### config.mk
export PLATFORM = sky130hd
export DESIGN_NAME = elevator_car_controller
export DESIGN_NICKNAME = d
export VERILOG_FILES = /design/src/rtl/elevator_pkg.sv /design/src/rtl/tick_timer.sv /design/src/rtl/elevator_car_controller.sv
export SDC_FILE = /design/constraint.sdc
export NUM_CORES = 1
export LEC_CHECK = 0
export BUFFER_PORTS_ARGS = -buffer_cell sky130_fd_sc_hd__buf_2
export CAP_MARGIN = 40
export CORE_MARGIN = 10
export CORE_UTILIZATION = 50
export DETAILED_ROUTE_END_ITERATION = 7
export GPL_TIMING_DRIVEN = 0
export PLACE_DENSITY = 0.69
export SLEW_MARGIN = 20
export SYNTH_ARGS = -nofsm -noshare
export SYNTH_HDL_FRONTEND = slang
export SYNTH_SLANG_ARGS = --single-unit
### constraint.sdc
create_clock -name clk -period 2.52 [get_ports clk]
set_input_delay 0.252 -clock clk [delete_from_list [all_inputs] [get_ports clk]]
set_output_delay 0.252 -clock clk [all_outputs]
set_load 0.02 [all_outputs]
### src/rtl/elevator_pkg.sv
// elevator_pkg: shared state/direction encodings and the floor-width helper
// used by the elevator car controller.
package elevator_pkg;
    typedef enum logic [2:0] {IDLE, DOOR, MOVE_UP, MOVE_DOWN, HALT} state_t;
    typedef enum logic {UP = 1'b0, DOWN = 1'b1} dir_t;
    function automatic int floor_w(input int n);
        return (n > 1) ? $clog2(n) : 1;
    endfunction
endpackage

### src/rtl/tick_timer.sv
// tick_timer: up-counter cleared (loaded with zero) on demand, advancing when
// enabled, with a flag raised while the count equals the requested terminal.
module tick_timer #(
    parameter int WIDTH = 4
) (
    input  logic             clk,
    input  logic             reset,
    input  logic             i_clear,
    input  logic             i_enable,
    input  logic [WIDTH-1:0] i_term,
    output logic             o_done
);
    logic [WIDTH-1:0] r_count;
    always_ff @(posedge clk or negedge reset)
        if (!reset) r_count <= '0;
        else if (i_clear) r_count <= '0;
        else if (i_enable) r_count <= r_count + WIDTH'(1);
    assign o_done = r_count == i_term;
endmodule

### src/rtl/elevator_car_controller.sv
// elevator_car_controller: per-car SCAN sequencer with move/door timing and overload hold.
// Optional EMERGENCY_STOP_EN adds estop_n and a HALT state that freezes the car in place.
module elevator_car_controller
    import elevator_pkg::*;
#(
    parameter int N_FLOORS   = 4,
    parameter int MOVE_TICKS = 16,
    parameter int DOOR_TICKS = 8
) (
    input  logic                         clk,
    input  logic                         reset,
    input  logic [N_FLOORS-1:0]          call_n,
    input  logic                         overload,
`ifdef EMERGENCY_STOP_EN
    input  logic                         estop_n,
`endif
    output logic [floor_w(N_FLOORS)-1:0] floor,
    output logic                         motor_up,
    output logic                         motor_down,
    output logic                         door_open,
    output logic [N_FLOORS-1:0]          pending,
    output logic                         overload_lamp
);
    localparam int FW   = floor_w(N_FLOORS);
    localparam int TMAX = (MOVE_TICKS > DOOR_TICKS) ? MOVE_TICKS : DOOR_TICKS;
    localparam int TW   = $clog2(TMAX + 1);

    state_t              r_state, w_next;
    dir_t                r_dir, w_dir_next;
    logic [FW-1:0]       r_floor, w_floor_next, w_adj;
    logic [N_FLOORS-1:0] r_pending, w_clr;
    logic                w_here, w_above, w_below, w_arr_hit, w_further;
    logic                w_t_clear, w_t_en, w_t_done, r_lamp, w_lamp_next;
`ifdef EMERGENCY_STOP_EN
    state_t              r_saved;
`endif

    function automatic logic any_above(input logic [N_FLOORS-1:0] p, input logic [FW-1:0] f);
        return |((p >> f) >> 1);
    endfunction

    function automatic logic any_below(input logic [N_FLOORS-1:0] p, input logic [FW-1:0] f);
        return |(p & ((N_FLOORS'(1) << f) - N_FLOORS'(1)));
    endfunction

    assign w_here    = r_pending[r_floor];
    assign w_above   = any_above(r_pending, r_floor);
    assign w_below   = any_below(r_pending, r_floor);
    // Floor the car reaches when the current move timer expires.
    assign w_adj     = (r_state == MOVE_UP) ? r_floor + FW'(1) : r_floor - FW'(1);
    assign w_arr_hit = r_pending[w_adj] | ~call_n[w_adj];
    assign w_further = (r_state == MOVE_UP) ? any_above(r_pending, w_adj) : any_below(r_pending, w_adj);

    tick_timer #(.WIDTH(TW)) u_timer (
        .clk     (clk),
        .reset   (reset),
        .i_clear (w_t_clear),
        .i_enable(w_t_en),
        .i_term  ((r_state == DOOR) ? TW'(DOOR_TICKS - 1) : TW'(MOVE_TICKS - 1)),
        .o_done  (w_t_done)
    );

    always_ff @(posedge clk or negedge reset) begin
        if (!reset) begin
            r_state   <= IDLE;
            r_dir     <= UP;
            r_floor   <= '0;
            r_pending <= '0;
            r_lamp    <= 1'b0;
        end else begin
            r_state   <= w_next;
            r_dir     <= w_dir_next;
            r_floor   <= w_floor_next;
            r_pending <= (r_pending | ~call_n) & ~w_clr;
            r_lamp    <= w_lamp_next;
        end
    end

`ifdef EMERGENCY_STOP_EN
    always_ff @(posedge clk or negedge reset)
        if (!reset) r_saved <= IDLE;
        else if (!estop_n && r_state != HALT) r_saved <= r_state;
`endif

    always_comb begin
        w_next       = r_state;
        w_dir_next   = r_dir;
        w_floor_next = r_floor;
        w_clr        = '0;
        w_t_clear    = 1'b0;
        w_t_en       = 1'b0;
        w_lamp_next  = 1'b0;
        case (r_state)
            IDLE: begin
                w_t_clear = 1'b1;
                if (w_here) begin
                    w_next         = DOOR;
                    w_clr[r_floor] = 1'b1;
                end else if (w_above && (r_dir == UP || !w_below)) begin
                    w_next     = MOVE_UP;
                    w_dir_next = UP;
                end else if (w_below) begin
                    w_next     = MOVE_DOWN;
                    w_dir_next = DOWN;
                end
            end
            MOVE_UP, MOVE_DOWN: begin
                w_t_en = 1'b1;
                if (w_t_done) begin
                    w_t_clear    = 1'b1;
                    w_floor_next = w_adj;
                    if (w_arr_hit) begin
                        w_next       = DOOR;
                        w_clr[w_adj] = 1'b1;
                    end else if (!w_further) w_next = IDLE;
                end
            end
            DOOR: begin
                // A call at the open floor re-arms the dwell instead of queueing.
                w_clr[r_floor] = 1'b1;
                if (!call_n[r_floor]) w_t_clear = 1'b1;
                else if (!w_t_done) w_t_en = 1'b1;
                else if (overload) w_lamp_next = 1'b1;
                else begin
                    w_next    = IDLE;
                    w_t_clear = 1'b1;
                end
            end
            default: ;
        endcase
`ifdef EMERGENCY_STOP_EN
        if (!estop_n || r_state == HALT) begin
            w_next       = !estop_n ? HALT : r_saved;
            w_dir_next   = r_dir;
            w_floor_next = r_floor;
            w_clr        = '0;
            w_t_clear    = 1'b0;
            w_t_en       = 1'b0;
            w_lamp_next  = r_lamp;
        end
`endif
    end

    always_comb begin
        floor         = r_floor;
        pending       = r_pending;
        motor_up      = r_state == MOVE_UP;
        motor_down    = r_state == MOVE_DOWN;
        door_open     = r_state == DOOR;
        overload_lamp = r_lamp && r_state == DOOR;
    end
endmodule

---- Yosys cells after proc, flatten, opt, wreduce, memory -nomap -nowiden ----
Cells that the tools add are included.
operators by class
  reductions and logical operators ........ 18
  shifts and indexed selects .............. 4
  equal/unequal tests ..................... 10
  order comparisons ....................... 4
  muxes and demuxes ....................... 45
  add/subtract/negate cells ............... 5
  bitwise logic cells ..................... 10
operators by type and width
  kind                                                                                 number
  3-bit 2-to-1 mux                                                                     9
  1-bit 2-to-1 mux                                                                     19
  4-bit 2-to-1 mux                                                                     4
  4-bit bitwise AND                                                                    3
  4-bit one-hot mux with 3 select lines                                                1
  5-bit 2-to-1 mux                                                                     2
  3-bit one-hot mux with 3 select lines                                                1
  1-bit binary-select mux with 2-bit select                                            4
  4-bit NOT                                                                            2
  4-bit OR reduction                                                                   2
  1-bit by 2-bit left shift with 4-bit output, first input constant                    2
  4-bit by 2-bit right shift with 4-bit output                                         2
  4-bit by 1-bit subtractor with 4-bit output, second input constant                   2
  7-bit AND reduction                                                                  1
  3-bit by 2-bit == test with 1-bit output, second input constant                      2
  2-bit by 3-bit less-than comparator with 1-bit output, second input constant         2
  3-bit OR reduction                                                                   2
  5-bit by 1-bit adder with 5-bit output, second input constant                        1
  5-bit by 4-bit == test with 1-bit output                                             1
  1-bit demux with 2-bit select                                                        2
  2-bit by 1-bit greater-or-equal comparator with 1-bit output, second input constant  2
  1-bit logical AND                                                                    4
  2-bit by 1-bit inequality test with 1-bit output, second input constant              2
  2-bit inequality test, second input constant                                         2
  19 further kinds                                                                     22
word-level totals
  logic and storage cells ................. 102
  input bits .............................. 7
  bits in registers ....................... 16

---- Depth between registers and ports, before layout ----
  word-level depth ........................ 11
  mapped depth ............................ 9
  mapped depth without buffers ............ 9

---- By module ----
A second synthesis with hierarchy kept.
second synthesis, totals
  cells, all modules ...................... 117
  area total of the unflattened synthesis .. 1136.1 µm²
modules (own cells, without submodules)
  module                   instances  area an instance (µm²)  cells an instance
  elevator_car_controller  1          864.6                   91
  tick_timer               1          271.5                   26

---- Worst setup path before layout ----
No wires, ideal clock.
  kind .................................... reg-to-reg
  start point ............................. register r_state[0]
  end point ............................... register r_pending[3] (netlist: pending[3])
  period minus slack after synthesis ...... 2491 ps
  buffers on the path ..................... 1
  data required time ...................... 2389 ps
  path slack .............................. 29 ps
  setup time .............................. 131 ps
  stages on the path, launching flop included .. 9
  data arrival time ....................... 2361 ps
  cell sequence ........................... dfrtp_1 buf_2 nor2_1 xnor2_1 ha_1 mux4_2 nor4_4 a21o_1 a31oi_1
on the way
  word-level cells in the longest chain between the ends .. 11
  elaborated cells between the ends (all ways) .. 24
  classes of those cells .................. order compare: 2; eq/ne: 4; mux: 11; bitwise: 4; reduce/logical: 3
ends and longest elaborated chain
  what                                                                                                 RTL line                                                       source
  from (decl)                                                                                          elevator_car_controller.sv:28                                  state_t r_state, w_next;
  from (signal assigned)                                                                               elevator_car_controller.sv:71                                  r_state <= w_next;
  3-bit by 2-bit == test with 1-bit output (*)                                                         --
  net motor_up                                                                                         elevator_car_controller.sv:18                                  output logic motor_up,
  2-bit 2-to-1 mux                                                                                     elevator_car_controller.sv:50                                  assign w_adj = (r_state == MOVE_UP) ? r_floor + FW'(1) : r_floor - FW'(1);
  2-bit by 3-bit less-than comparator with 1-bit output (not written as such) (tied with other cells)  elevator_car_controller.sv:114                                 w_clr[w_adj] = 1'b1;
  1-bit logical AND (not written as such) or 1-bit 2-to-1 mux (tied branches)                          elevator_car_controller.sv:114, elevator_car_controller.sv:51
  1-bit 2-to-1 mux (not written as such) or 1-bit NOT (tied branches)                                  elevator_car_controller.sv:114, elevator_car_controller.sv:51
  1-bit demux with 2-bit select or 1-bit bitwise OR (tied branches)                                    elevator_car_controller.sv:114, elevator_car_controller.sv:51
  4-bit 2-to-1 mux                                                                                     elevator_car_controller.sv:112                                 if (w_arr_hit) begin
  4-bit 2-to-1 mux                                                                                     elevator_car_controller.sv:109                                 if (w_t_done) begin
  4-bit one-hot mux with 3 select lines (*)                                                            elevator_car_controller.sv:93                                  case (r_state)
  4-bit NOT (*)                                                                                        elevator_car_controller.sv:74                                  r_pending <= (r_pending | ~call_n) & ~w_clr;
  4-bit bitwise AND (*)                                                                                elevator_car_controller.sv:74
  to (signal assigned)                                                                                 elevator_car_controller.sv:74
  to (decl)                                                                                            elevator_car_controller.sv:31                                  logic [N_FLOORS-1:0] r_pending, w_clr;
The timed path passes the listed nets; every way through them passes the cells marked *. The select of a mux whose other input is x is not followed.
A chain may end at the register's enable or synchronous reset.

---- Worst setup path in the final report ----
  start point ............................. register r_state[0]
  end point ............................... register r_pending[3] (netlist: pending[3])
on the way
  word-level cells in the longest chain between the ends .. 11
  elaborated cells between the ends (all ways) .. 24
  classes of those cells .................. order compare: 2; eq/ne: 4; mux: 11; bitwise: 4; reduce/logical: 3
ends and longest elaborated chain
  what                                                                                                 RTL line
  3-bit by 2-bit == test with 1-bit output                                                             elevator_car_controller.sv:50, elevator_car_controller.sv:93
  2-bit 2-to-1 mux                                                                                     elevator_car_controller.sv:50
  2-bit by 3-bit less-than comparator with 1-bit output (not written as such) (tied with other cells)  elevator_car_controller.sv:114
  1-bit logical AND (not written as such) or 1-bit 2-to-1 mux (tied branches)                          elevator_car_controller.sv:114, elevator_car_controller.sv:51
  1-bit 2-to-1 mux (not written as such) or 1-bit NOT (tied branches)                                  elevator_car_controller.sv:114, elevator_car_controller.sv:51
  1-bit demux with 2-bit select or 1-bit bitwise OR (tied branches)                                    elevator_car_controller.sv:114, elevator_car_controller.sv:51
  4-bit 2-to-1 mux                                                                                     elevator_car_controller.sv:112
  4-bit 2-to-1 mux                                                                                     elevator_car_controller.sv:109
  4-bit one-hot mux with 3 select lines (*)                                                            elevator_car_controller.sv:93
  4-bit NOT (*)                                                                                        elevator_car_controller.sv:74
  4-bit bitwise AND (*)                                                                                elevator_car_controller.sv:74
Mark *: on every way between the ends. The rest lies on a longest branch, timed or not. The select of a mux whose other input is x is not followed.

==> run metrics <==
unrepaired setup endpoints after global routing false; nets@finish 150; crit path launch type flip-flop; routed vias/inst 5.72; Hold Vio Cnt, Final 0; Clock Skew 0.00486 ns; Die H 66.6 microns; number of synthesized flops with an enable pin 0; worst path bufs/invs 2; total track usage 0.123; Crit path largest cell delay 0.55 ns; total negative setup slack 0 ns; Port Buffer Count 16; post-synthesis register bit count 15; Pleak 0.574 nW; routed wire length per instance 15.5 microns; Crit Path Class flip-flop to flip-flop; Cell Area, Synth 1090 sq um; final period utilization 0.940; clk sinks 15; synth unique cells 39; Largest delay share family, worst path multiplexers; Bufs on Longest Clock Path 2; HP Class primary input to flip-flop; Arrival @ worst endpoint 2.54 ns; die width 66.6 microns; Synth Area per Inst 9.54 sq um; max-slew violations 0; FF-to-FF End pending[3]; syn_nets 127; clock insertion delay at the later pin of the skew report 0.29 ns; CP max FO 9; PD cells 482 nW/um^2; CP required 2.69 ns; vias in the first global route 902; Routed Antenna Nets 0; CP max-delay cell mux4_2; Setup WS pre-CTS -0.0000859 ns; fmax 0.422 GHz; most instantiated library cell after synthesis dfrtp_1; worst-path cell chain buf_2 > nor2_4 > xnor2_2 > ha_1 > mux4_2 > nor4_4 > buf_4 > a21o_1 > a31oi_1; IO Count 17; status completed; Core Util, Final 0.624; First DRT Iteration DRCs 48; CTS buffer count 3; Final Non-Filler Cells 163; Cells after Synth 114; Yosys warning count 0; max-capacitance violation count 0; area of the core 2020 sq um; TritonCTS clock tree built; share of layout cells above drive strength 1 0.294; pin count of the biggest net entering global routing 16; remaining global-route overflow 0; Worst VDD drop 0.297 mV; Slew @ Worst Pin 0.402 ns; first-pass GRT wire length 4.32 mm; min-delay src overload; GP Congestion 0.850; CTS clk-pin slew, worst paths 0.09 ns; Yosys top cell by area dfrtp_1; site row count 16; initial core utilization 0.538; setup violators final 0; Final min period 2.37 ns; final instance area 1260 sq um; Hold Crit Endpoint r_lamp; Synth top cells by count dfrtp_1 (15), nor2_1 (10), o21ai_0 (9); register area share after synthesis 0.345; htree depth 1; Synth Flop Type dfrtp_1; die footprint 4440 sq um; worst reg2reg startpoint r_state[0]; R2R depth 9; dpl cells 157; R2R Setup Slk 0.15 ns; fillers 166; CTS root buffer clkbuf_4; total number of vias 933; final WL 2.53 mm; Worst Setup End Kind flip-flop; hold path depth 3; Pre-antenna DRT Iters 4; Yosys top cell area share 0.345; slew margin rel. 0.729; Area growth, synth to finish 16.0%; total power 608 uW; ranking of synthesized cells by area dfrtp_1 (35%), ha_1 (6.9%), mux4_2 (6.2%); initial antenna violation count 0; setup ws final 0.150 ns; DP Area 1200 sq um; async set-reset flop share out of synthesis 1.00; Residual DRC 0; number of diodes 0; placed wire-length estimate 1.92 mm; WHS 0.252 ns
cell type report:
class,count,area (sq um),share of cell area
Timing Repair Buffer,18,97.6,0.0774
Clock buffer,4,26.3,0.0208
Buffer,3,27.5,0.0218
Sequential cell,15,377,0.299
Inverter,8,30.0,0.0238
Multi-Input combinational cell,88,669,0.531
Tap cell,27,33.8,0.0268
sequential cells by signal (all words and copies together), names as in the netlist:
name,count
u_timer.r_count,5
pending,4
floor,2
r_state,2
r_dir,1
r_lamp,1
cells in the final DEF, fill, tap and decap left out, types with 2 or more instances in the layout:
cell      netlist  layout
dfrtp_1        15      14
o21ai_1         2       2
mux4_2          3       3
mux2i_1         2       2
nor2_1         10       9
or2_2           2       2
o21ai_0         9       9
a221oi_1        3       3
nand2_1         6       6
ha_1            6       6
buf_6           2       2
nor2b_1         6       6
nor3_1          4       4
a21oi_1         6       6
nand3_1         3       3
buf_2           1      17
and2_1          2       2
xnor2_2         1       2
xor2_1          3       3
clkbuf_4        0       3
inv_1           8       7
kinds of logic after synthesis:
logic type                 after synthesis  synth area share
and+or+nand+nor                         41             0.220
buffers and inverters                   11            0.0529
AOI/OAI and AO/OA                       30             0.177
adders and majority gates                6            0.0690
xor gates and xnor gates                 6            0.0552
muxes                                    5            0.0805
DFF                                     15             0.345
where the power goes:
group          internal [mW]  switching [mW]  total (mW)
Sequential             0.266          0.0328       0.299
Combinational         0.0719          0.0991       0.171
Clock                 0.0615          0.0768       0.138
worst reg2reg max path: stages, from the launching register on:
cell and delay (ns):
dfrtp_1 0.37, buf_2 0.18, nor2_4 0.17, xnor2_2 0.11
ha_1 0.33, mux4_2 0.55, nor4_4 0.21, buf_4 0.18
a21o_1 0.12, a31oi_1 0.03
how the worst max path moves through the flow:
stage,start,to,cells past startpoint
after floorplan,r_state[0],pending[3],8
after detailed placement,r_state[1],pending[3],8
after global placement,r_state[1],pending[3],8
after global routing,r_state[0],pending[3],9
final,r_state[0],pending[3],9
after CTS,r_state[0],pending[3],9
layer usage:
metal / vias to the layer above / wire length (microns) / share of wire / global-route usage
li1: 456 / - / - / -
met1: 448 / 1160 / 0.46 / 0.163
met2: 24 / 1230 / 0.48 / 0.188
met3: 5 / 118 / 0.047 / 0.0251
met4: 0 / 31 / 0.012 / 0.0471
met5: - / 0 / 0 / 0
repair_timing:
| action | 4_1_cts | 5_1_grt |
|---|---|---|
| hold endpoints to repair | 15 | 0 |
| setup buffers | 1 | 0 |
| pin swaps | 1 | 0 |
| gates resized for setup | 1 | 4 |
| cloned | 0 | 0 |
| setup endpoints to repair | 1 | 6 |
| hold buffers | 1 | 0 |
(Power assumes the default switching activity.)
